--- src/rtl/fb_write_arbiter_if.sv ---
// Pixel-writer side of the frame buffer write arbiter: one valid/ready lane per requester.
interface fb_write_arbiter_if #(
  parameter int NUM_REQ    = 2,
  parameter int ADDR_WIDTH = 19
);
  logic [NUM_REQ-1:0]            req_valid;
  logic [NUM_REQ*ADDR_WIDTH-1:0] req_addr;
  logic [NUM_REQ-1:0]            req_data;
  logic [NUM_REQ-1:0]            req_last;
  logic [NUM_REQ-1:0]            req_ready;

  modport master (
    output req_valid, req_addr, req_data, req_last,
    input  req_ready
  );

  modport slave (
    input  req_valid, req_addr, req_data, req_last,
    output req_ready
  );
endinterface

--- src/rtl/fb_write_arbiter.sv ---
// Round-robin arbiter sharing the frame buffer write port among NUM_REQ pixel writers,
// stalling all writers between a completed frame and the next buffer swap.
module fb_write_arbiter #(
  parameter int NUM_REQ    = 2,
  parameter int ADDR_WIDTH = 19
) (
  input  logic                  clk,
  input  logic                  rst_n,
  input  logic                  ce,
  input  logic [NUM_REQ-1:0]    enable_mask,
  input  logic                  swap,
  fb_write_arbiter_if.slave     req_bus,
  output logic                  wr_en,
  output logic [ADDR_WIDTH-1:0] wr_addr,
  output logic                  wr_data,
  output logic                  frame_pending,
  output logic [7:0]            overrun_count
);

  localparam int PTR_W = (NUM_REQ > 1) ? $clog2(NUM_REQ) : 1;

  typedef enum logic [0:0] {
    ARBITRATE = 1'b0,
    WAIT_SWAP = 1'b1
  } state_t;

  state_t                state_r;
  state_t                state_next_s;
  logic                  loaded_r;
  logic [NUM_REQ-1:0]    mask_r;
  logic [NUM_REQ-1:0]    done_r;
  logic [PTR_W-1:0]      rr_ptr_r;
  logic [7:0]            overrun_r;
  logic                  wr_en_r;
  logic [ADDR_WIDTH-1:0] wr_addr_r;
  logic                  wr_data_r;

  logic                  arb_active_s;
  logic [NUM_REQ-1:0]    eligible_s;
  logic                  hi_found_s;
  logic                  lo_found_s;
  logic [PTR_W-1:0]      hi_idx_s;
  logic [PTR_W-1:0]      lo_idx_s;
  logic                  found_s;
  logic [PTR_W-1:0]      grant_idx_s;
  logic [PTR_W-1:0]      rr_next_s;
  logic [NUM_REQ-1:0]    grant_s;
  logic [NUM_REQ-1:0]    last_hit_s;
  logic                  xfer_s;
  logic                  frame_done_s;
  logic [ADDR_WIDTH-1:0] sel_addr_s;
  logic                  sel_data_s;

  // Nothing is granted until the mask has been latched once after reset.
  assign arb_active_s = ce & loaded_r & (state_r == ARBITRATE);
  assign eligible_s   = req_bus.req_valid & mask_r & ~done_r;

  // Round-robin search: lowest eligible index at/after rr_ptr, else lowest eligible overall.
  always_comb begin
    hi_found_s = 1'b0;
    lo_found_s = 1'b0;
    hi_idx_s   = '0;
    lo_idx_s   = '0;
    for (int i = NUM_REQ - 1; i >= 0; i--) begin
      lo_found_s = lo_found_s | eligible_s[i];
      lo_idx_s   = eligible_s[i] ? PTR_W'(i) : lo_idx_s;
      hi_found_s = hi_found_s | (eligible_s[i] & (i >= int'(rr_ptr_r)));
      hi_idx_s   = (eligible_s[i] && (i >= int'(rr_ptr_r))) ? PTR_W'(i) : hi_idx_s;
    end
    found_s     = hi_found_s | lo_found_s;
    grant_idx_s = hi_found_s ? hi_idx_s : lo_idx_s;
  end

  // One-hot grant plus the beat it selects.
  always_comb begin
    grant_s    = '0;
    sel_addr_s = '0;
    sel_data_s = 1'b0;
    for (int i = 0; i < NUM_REQ; i++) begin
      grant_s[i] = arb_active_s & found_s & (grant_idx_s == PTR_W'(i));
      sel_addr_s = grant_s[i] ? req_bus.req_addr[i*ADDR_WIDTH +: ADDR_WIDTH] : sel_addr_s;
      sel_data_s = grant_s[i] ? req_bus.req_data[i] : sel_data_s;
    end
  end

  assign xfer_s       = |grant_s;
  assign last_hit_s   = grant_s & req_bus.req_last;
  assign frame_done_s = (((done_r | last_hit_s) & mask_r) == mask_r);
  assign rr_next_s    = (grant_idx_s == PTR_W'(NUM_REQ - 1)) ? '0 : (grant_idx_s + PTR_W'(1));

  // FSM state register.
  always_ff @(posedge clk or negedge rst_n) begin
    if (!rst_n) begin
      state_r <= ARBITRATE;
    end else begin
      state_r <= state_next_s;
    end
  end

  // FSM next-state logic; an all-zero mask parks the block in WAIT_SWAP.
  always_comb begin
    state_next_s = state_r;
    case (state_r)
      ARBITRATE: begin
        if (!ce) begin
          state_next_s = ARBITRATE;
        end else if (!loaded_r) begin
          state_next_s = (enable_mask == '0) ? WAIT_SWAP : ARBITRATE;
        end else if (frame_done_s) begin
          state_next_s = WAIT_SWAP;
        end else begin
          state_next_s = ARBITRATE;
        end
      end
      WAIT_SWAP: begin
        if (ce && swap) begin
          state_next_s = (enable_mask == '0) ? WAIT_SWAP : ARBITRATE;
        end else begin
          state_next_s = WAIT_SWAP;
        end
      end
      default: state_next_s = ARBITRATE;
    endcase
  end

  // FSM outputs: grant is combinational from registered state and req_valid only.
  always_comb begin
    req_bus.req_ready = grant_s;
    frame_pending     = (state_r == WAIT_SWAP);
  end

  // Frame bookkeeping: mask latch, per-requester done flags, round-robin pointer, overruns.
  always_ff @(posedge clk or negedge rst_n) begin
    if (!rst_n) begin
      loaded_r  <= 1'b0;
      mask_r    <= '0;
      done_r    <= '0;
      rr_ptr_r  <= '0;
      overrun_r <= 8'd0;
    end else if (ce) begin
      if (!loaded_r) begin
        loaded_r <= 1'b1;
        mask_r   <= enable_mask;
      end else if (state_r == WAIT_SWAP) begin
        if (swap) begin
          done_r <= '0;
          mask_r <= enable_mask;
        end
      end else begin
        done_r <= done_r | last_hit_s;
        if (xfer_s) begin
          rr_ptr_r <= rr_next_s;
        end
        if (swap && (overrun_r != 8'hFF)) begin
          overrun_r <= overrun_r + 8'd1;
        end
      end
    end
  end

  // Write port register: one-cycle latency; wr_en clears on any edge without a transfer.
  always_ff @(posedge clk or negedge rst_n) begin
    if (!rst_n) begin
      wr_en_r   <= 1'b0;
      wr_addr_r <= '0;
      wr_data_r <= 1'b0;
    end else begin
      wr_en_r <= xfer_s;
      if (xfer_s) begin
        wr_addr_r <= sel_addr_s;
        wr_data_r <= sel_data_s;
      end
    end
  end

  assign wr_en         = wr_en_r;
  assign wr_addr       = wr_addr_r;
  assign wr_data       = wr_data_r;
  assign overrun_count = overrun_r;

endmodule

--- src/flat_wrapper.sv ---
// flat-port wrapper written by rule: the top's interface ports become plain ports
module fb_write_arbiter_flat 
#(
  parameter int NUM_REQ    = 2,
  parameter int ADDR_WIDTH = 19
)
  (clk, rst_n, ce, enable_mask, swap, wr_en, wr_addr, wr_data, frame_pending, overrun_count, req_bus_req_valid, req_bus_req_addr, req_bus_req_data, req_bus_req_last, req_bus_req_ready);
  fb_write_arbiter_if #(.NUM_REQ(NUM_REQ), .ADDR_WIDTH(ADDR_WIDTH)) req_bus_i ();
  input  logic clk;
  input  logic rst_n;
  input  logic ce;
  input  logic [NUM_REQ-1:0] enable_mask;
  input  logic swap;
  output logic wr_en;
  output logic [ADDR_WIDTH-1:0] wr_addr;
  output logic wr_data;
  output logic frame_pending;
  output logic [7:0] overrun_count;
  input wire logic [$bits(req_bus_i.req_valid)-1:0] req_bus_req_valid;
  input wire logic [$bits(req_bus_i.req_addr)-1:0] req_bus_req_addr;
  input wire logic [$bits(req_bus_i.req_data)-1:0] req_bus_req_data;
  input wire logic [$bits(req_bus_i.req_last)-1:0] req_bus_req_last;
  output wire logic [$bits(req_bus_i.req_ready)-1:0] req_bus_req_ready;
  assign req_bus_i.req_valid = req_bus_req_valid;
  assign req_bus_i.req_addr = req_bus_req_addr;
  assign req_bus_i.req_data = req_bus_req_data;
  assign req_bus_i.req_last = req_bus_req_last;
  assign req_bus_req_ready = req_bus_i.req_ready;
  fb_write_arbiter #(.NUM_REQ(NUM_REQ), .ADDR_WIDTH(ADDR_WIDTH)) u_core (.clk(clk), .rst_n(rst_n), .ce(ce), .enable_mask(enable_mask), .swap(swap), .req_bus(req_bus_i), .wr_en(wr_en), .wr_addr(wr_addr), .wr_data(wr_data), .frame_pending(frame_pending), .overrun_count(overrun_count));
endmodule
--- config.mk ---
export PLATFORM = sky130hd
export DESIGN_NAME = fb_write_arbiter_flat
export DESIGN_NICKNAME = d
export VERILOG_FILES = /design/src/rtl/fb_write_arbiter_if.sv /design/src/rtl/fb_write_arbiter.sv /design/src/flat_wrapper.sv
export SDC_FILE = /design/constraint.sdc
export NUM_CORES = 1
export LEC_CHECK = 0
export BUFFER_PORTS_ARGS = -buffer_cell sky130_fd_sc_hd__buf_2
export CORE_AREA = 5 5 66 68
export DETAILED_ROUTE_END_ITERATION = 7
export DIE_AREA = 0 0 71 73
export MAX_ROUTING_LAYER = met4
export PLACE_DENSITY = 0.81
export RECOVER_POWER = 25
export SYNTH_ARGS = -nofsm -noshare
export SYNTH_HDL_FRONTEND = slang
export SYNTH_SLANG_ARGS = --single-unit
--- constraint.sdc ---
create_clock -name clk -period 2.6 [get_ports clk]
set_input_delay 0.26 -clock clk [delete_from_list [all_inputs] [get_ports clk]]
set_output_delay 0.26 -clock clk [all_outputs]
set_load 0.02 [all_outputs]
==> run_results.csv <==
group,metric,value,unit
critical_path,reg2reg_to,"u_core.wr_addr[14]$_DFFE_PN0P_",
layout,syn_to_final_growth,32.0,%
hold_path,hold_class,"in2reg",
floorplan,die_h,73,um
status,failed_checks,"capacitance limit, slew limit",
logic_synthesis,synth_warnings,0,
critical_path,rr_startpoint,"u_core.mask_r[1]$_DFFE_PN0P_",
route,post-route-drc-count,0,
run,drv_cap,1,
timing,rsz0062_at_grt,"false",
floorplan,die_w,71,um
logic_synthesis,synth_area,1680,um2
place,place_inst,287,
critical_path,cp-endpoint,"req_bus_req_ready[0]",
route,via_count,1468,
floorplan,fp-row-count,23,
timing,slew_violations,37,
grt,antenna_found_initial,0,
logic_synthesis,synth_top_area_share,0.536,
logic_synthesis,synthTopCellsByCount,"36 x dfrtp_1, 23 x inv_1, 20 x a22oi_1, 18 x o21ai_0, 8 x nand2_1",
timing,fin_skew,4.03,ps
clocking,cts_resized,0,
timing,post-route-min-period,1980,ps
clocking,postCtsSetupBuffers,0,
grt,grt_pass1_wl,6690,um
clocking,cts_made_buffers,5,
timing,finalCritPeriodShare,0.762,
floorplan,ioPinCount,82,
layout,layout-drive-gt1-share,0.406,
logic_synthesis,synth_top_area_cell,"dfrtp_1",
critical_path,critPathLaunchType,"register",
pwr,max-vdd-ir-drop,0.465,mV
timing,hold_violations,0,
place,dpl_cell_area,2140,um2
place,numPortBuffers,81,
route,routed_wl,4020,um
pwr,pwr_density_cell,1030,nW/um2
layout,num_antenna_cells,0,
logic_synthesis,synthTopCellsByArea,"dfrtp_1 54%, a22oi_1 8.9%, o21ai_0 5.4%",
logic_synthesis,ys_types,36,
logic_synthesis,syn_inst,159,
grt,grt_usage,0.168,
critical_path,arrival,1720,ps
grt,grt_overflow_total,0,
critical_path,worst-setup-path-type,"reg2out",
clocking,cts_buffer_depth,2,
clocking,clkSinkCount,36,
clocking,path_clk_slew,60,ps
route,postRouteAntennaNets,0,
clocking,clk_root_buffer_cell,"clkbuf_8",
floorplan,design.core.area,3800,um2
logic_synthesis,post-synth-top-count-cell,"dfrtp_1",
critical_path,reg2reg_depth,5,
clocking,clk_latency,280,ps
timing,setup_tns,0,ps
logic_synthesis,syn-num-nets,210,
logic_synthesis,syn_area_per_cell,10.6,um2
layout,final_cells,294,
logic_synthesis,dominantRegCellSynth,"dfrtp_1",
status,status,"complete, but fails checks",
critical_path,crit_start,"u_core.mask_r[1]$_DFFE_PN0P_",
place,place.gp.congestion,0.729,
timing,max_freq,505,MHz
route,wire_per_inst,13.7,um
route,drtIter0Drc,92,
timing,setup_viol,0,
layout,nets,295,
clocking,cts_tree,"yes",
layout,design_area,2220,um2
floorplan,die-area,5180,um2
route,first_pass_iters,4,
clocking,h-tree-depth,2,
logic_synthesis,synth_seq_cells,36,
route,vias_per_cell,4.99,
grt,grt_pass1_vias,1491,
pwr,leakage,1.14,nW
logic_synthesis,synth-edff-count,0,
grt,grt_max_degree,37,
place,dp_hpwl,3100,um
critical_path,crit_path_end_kind,"output port",
timing,tightest_slew,1870,ps
critical_path,reg2reg_slack,880,ps
timing,maxSlewHeadroom,-0.246,
logic_synthesis,ys_seq_area_frac,0.536,
floorplan,start_util,0.442,
clocking,cts_hold_buf,0,
critical_path,cp_max_fo,14,
critical_path,crit_required,2340,ps
logic_synthesis,synthArstFlopShare,1.00,
==> cells in the final DEF, fill, tap and decap left out, types with 2 or more instances in the layout <==
cell	n
inv_1	23
clkbuf_1	2
mux2_2	4
nand2b_1	3
o21ai_0	18
nand3b_1	2
buf_2	80
xor2_1	2
nor2_1	3
nand3_1	3
a22oi_1	20
dfrtp_1	36
and3_1	2
a21oi_1	2
xnor2_1	3
nand2_1	8
nor3_4	2
buf_4	3
clkbuf_8	5
o21ai_1	3
o21a_1	2
==> worst min path at each step <==
stage | cells past startpoint | to | slack [ps] | start
after detailed placement | 1 | u_core.overrun_count[7]$_DFFE_PN0P_ | 400 | rst_n
after CTS | 1 | u_core.overrun_count[7]$_DFFE_PN0P_ | 90 | rst_n
final | 3 | u_core.done_r[0]$_DFFE_PN0P_ | 210 | req_bus_req_last[0]
after global routing | 3 | u_core.wr_addr[8]$_DFFE_PN0P_ | 210 | req_bus_req_addr[27]
after floorplan | 0 | u_core.done_r[0]$_DFFE_PN0P_ | -40 | rst_n
after global placement | 1 | u_core.overrun_count[6]$_DFFE_PN0P_ | 380 | rst_n
==> logic make-up after synthesis <==
logic type                 count (synthesis)  synth area share
buffers and inverters                     29            0.0685
adders and majority gates                  1           0.00744
muxes                                      5            0.0328
DFF                                       36             0.536
and+or+nand+nor                           32             0.133
xor gates and xnor gates                   5            0.0261
AOI/OAI and AO/OA                         51             0.197
==> registers in the layout, indices dropped and copies added (netlist names), 2 cells and up <==
name and cells:
u_core.wr_addr 19, u_core.overrun_count 8, u_core.done_r 2, u_core.mask_r 2
==> power breakdown <==
part           switching, mW  internal, mW  leakage, nW  total, mW
registers              0.158         0.798        0.446      0.956
clock network          0.176         0.182       0.0410      0.358
logic                  0.586         0.381        0.654      0.967
==> layout make-up <==
cell class / count / area [um2]
inverters: 23 / 86.3
flip-flops and latches: 36 / 901
clock inverters: 1 / 5.00
fillers: 365 / 1580
multi-input cells: 94 / 664
well taps: 50 / 62.6
repair buffers: 84 / 427
clock buffers: 6 / 72.6
==> per-layer routing <==
metal  share of wire  GRT usage  vias up
met3           0.073     0.0468        4
met1            0.40      0.197      692
met4          0.0084     0.0564        0
li1                -          -      724
met2            0.52      0.281       48
met5               0          -        -
==> per-stage QoR <==
step	total power [mW]	util	setup WS [ps]	hold slack, ps
5_1_grt	2.47	0.584	479	214
6_report	2.28	0.584	618	208
4_1_cts	2.32	0.584	589	86.0
3_3_place_gp	1.92	0.564	940	384
3_5_place_dp	1.95	0.564	876	396
2_1_floorplan	1.58	-	984	-35.6
==> worst max-delay path: stages (launching register included) <==
cell	delay, ps
dfrtp_1	400
and4b_1	240
nor3_4	530
buf_2	280
Power figures use the tool's default switching activity.
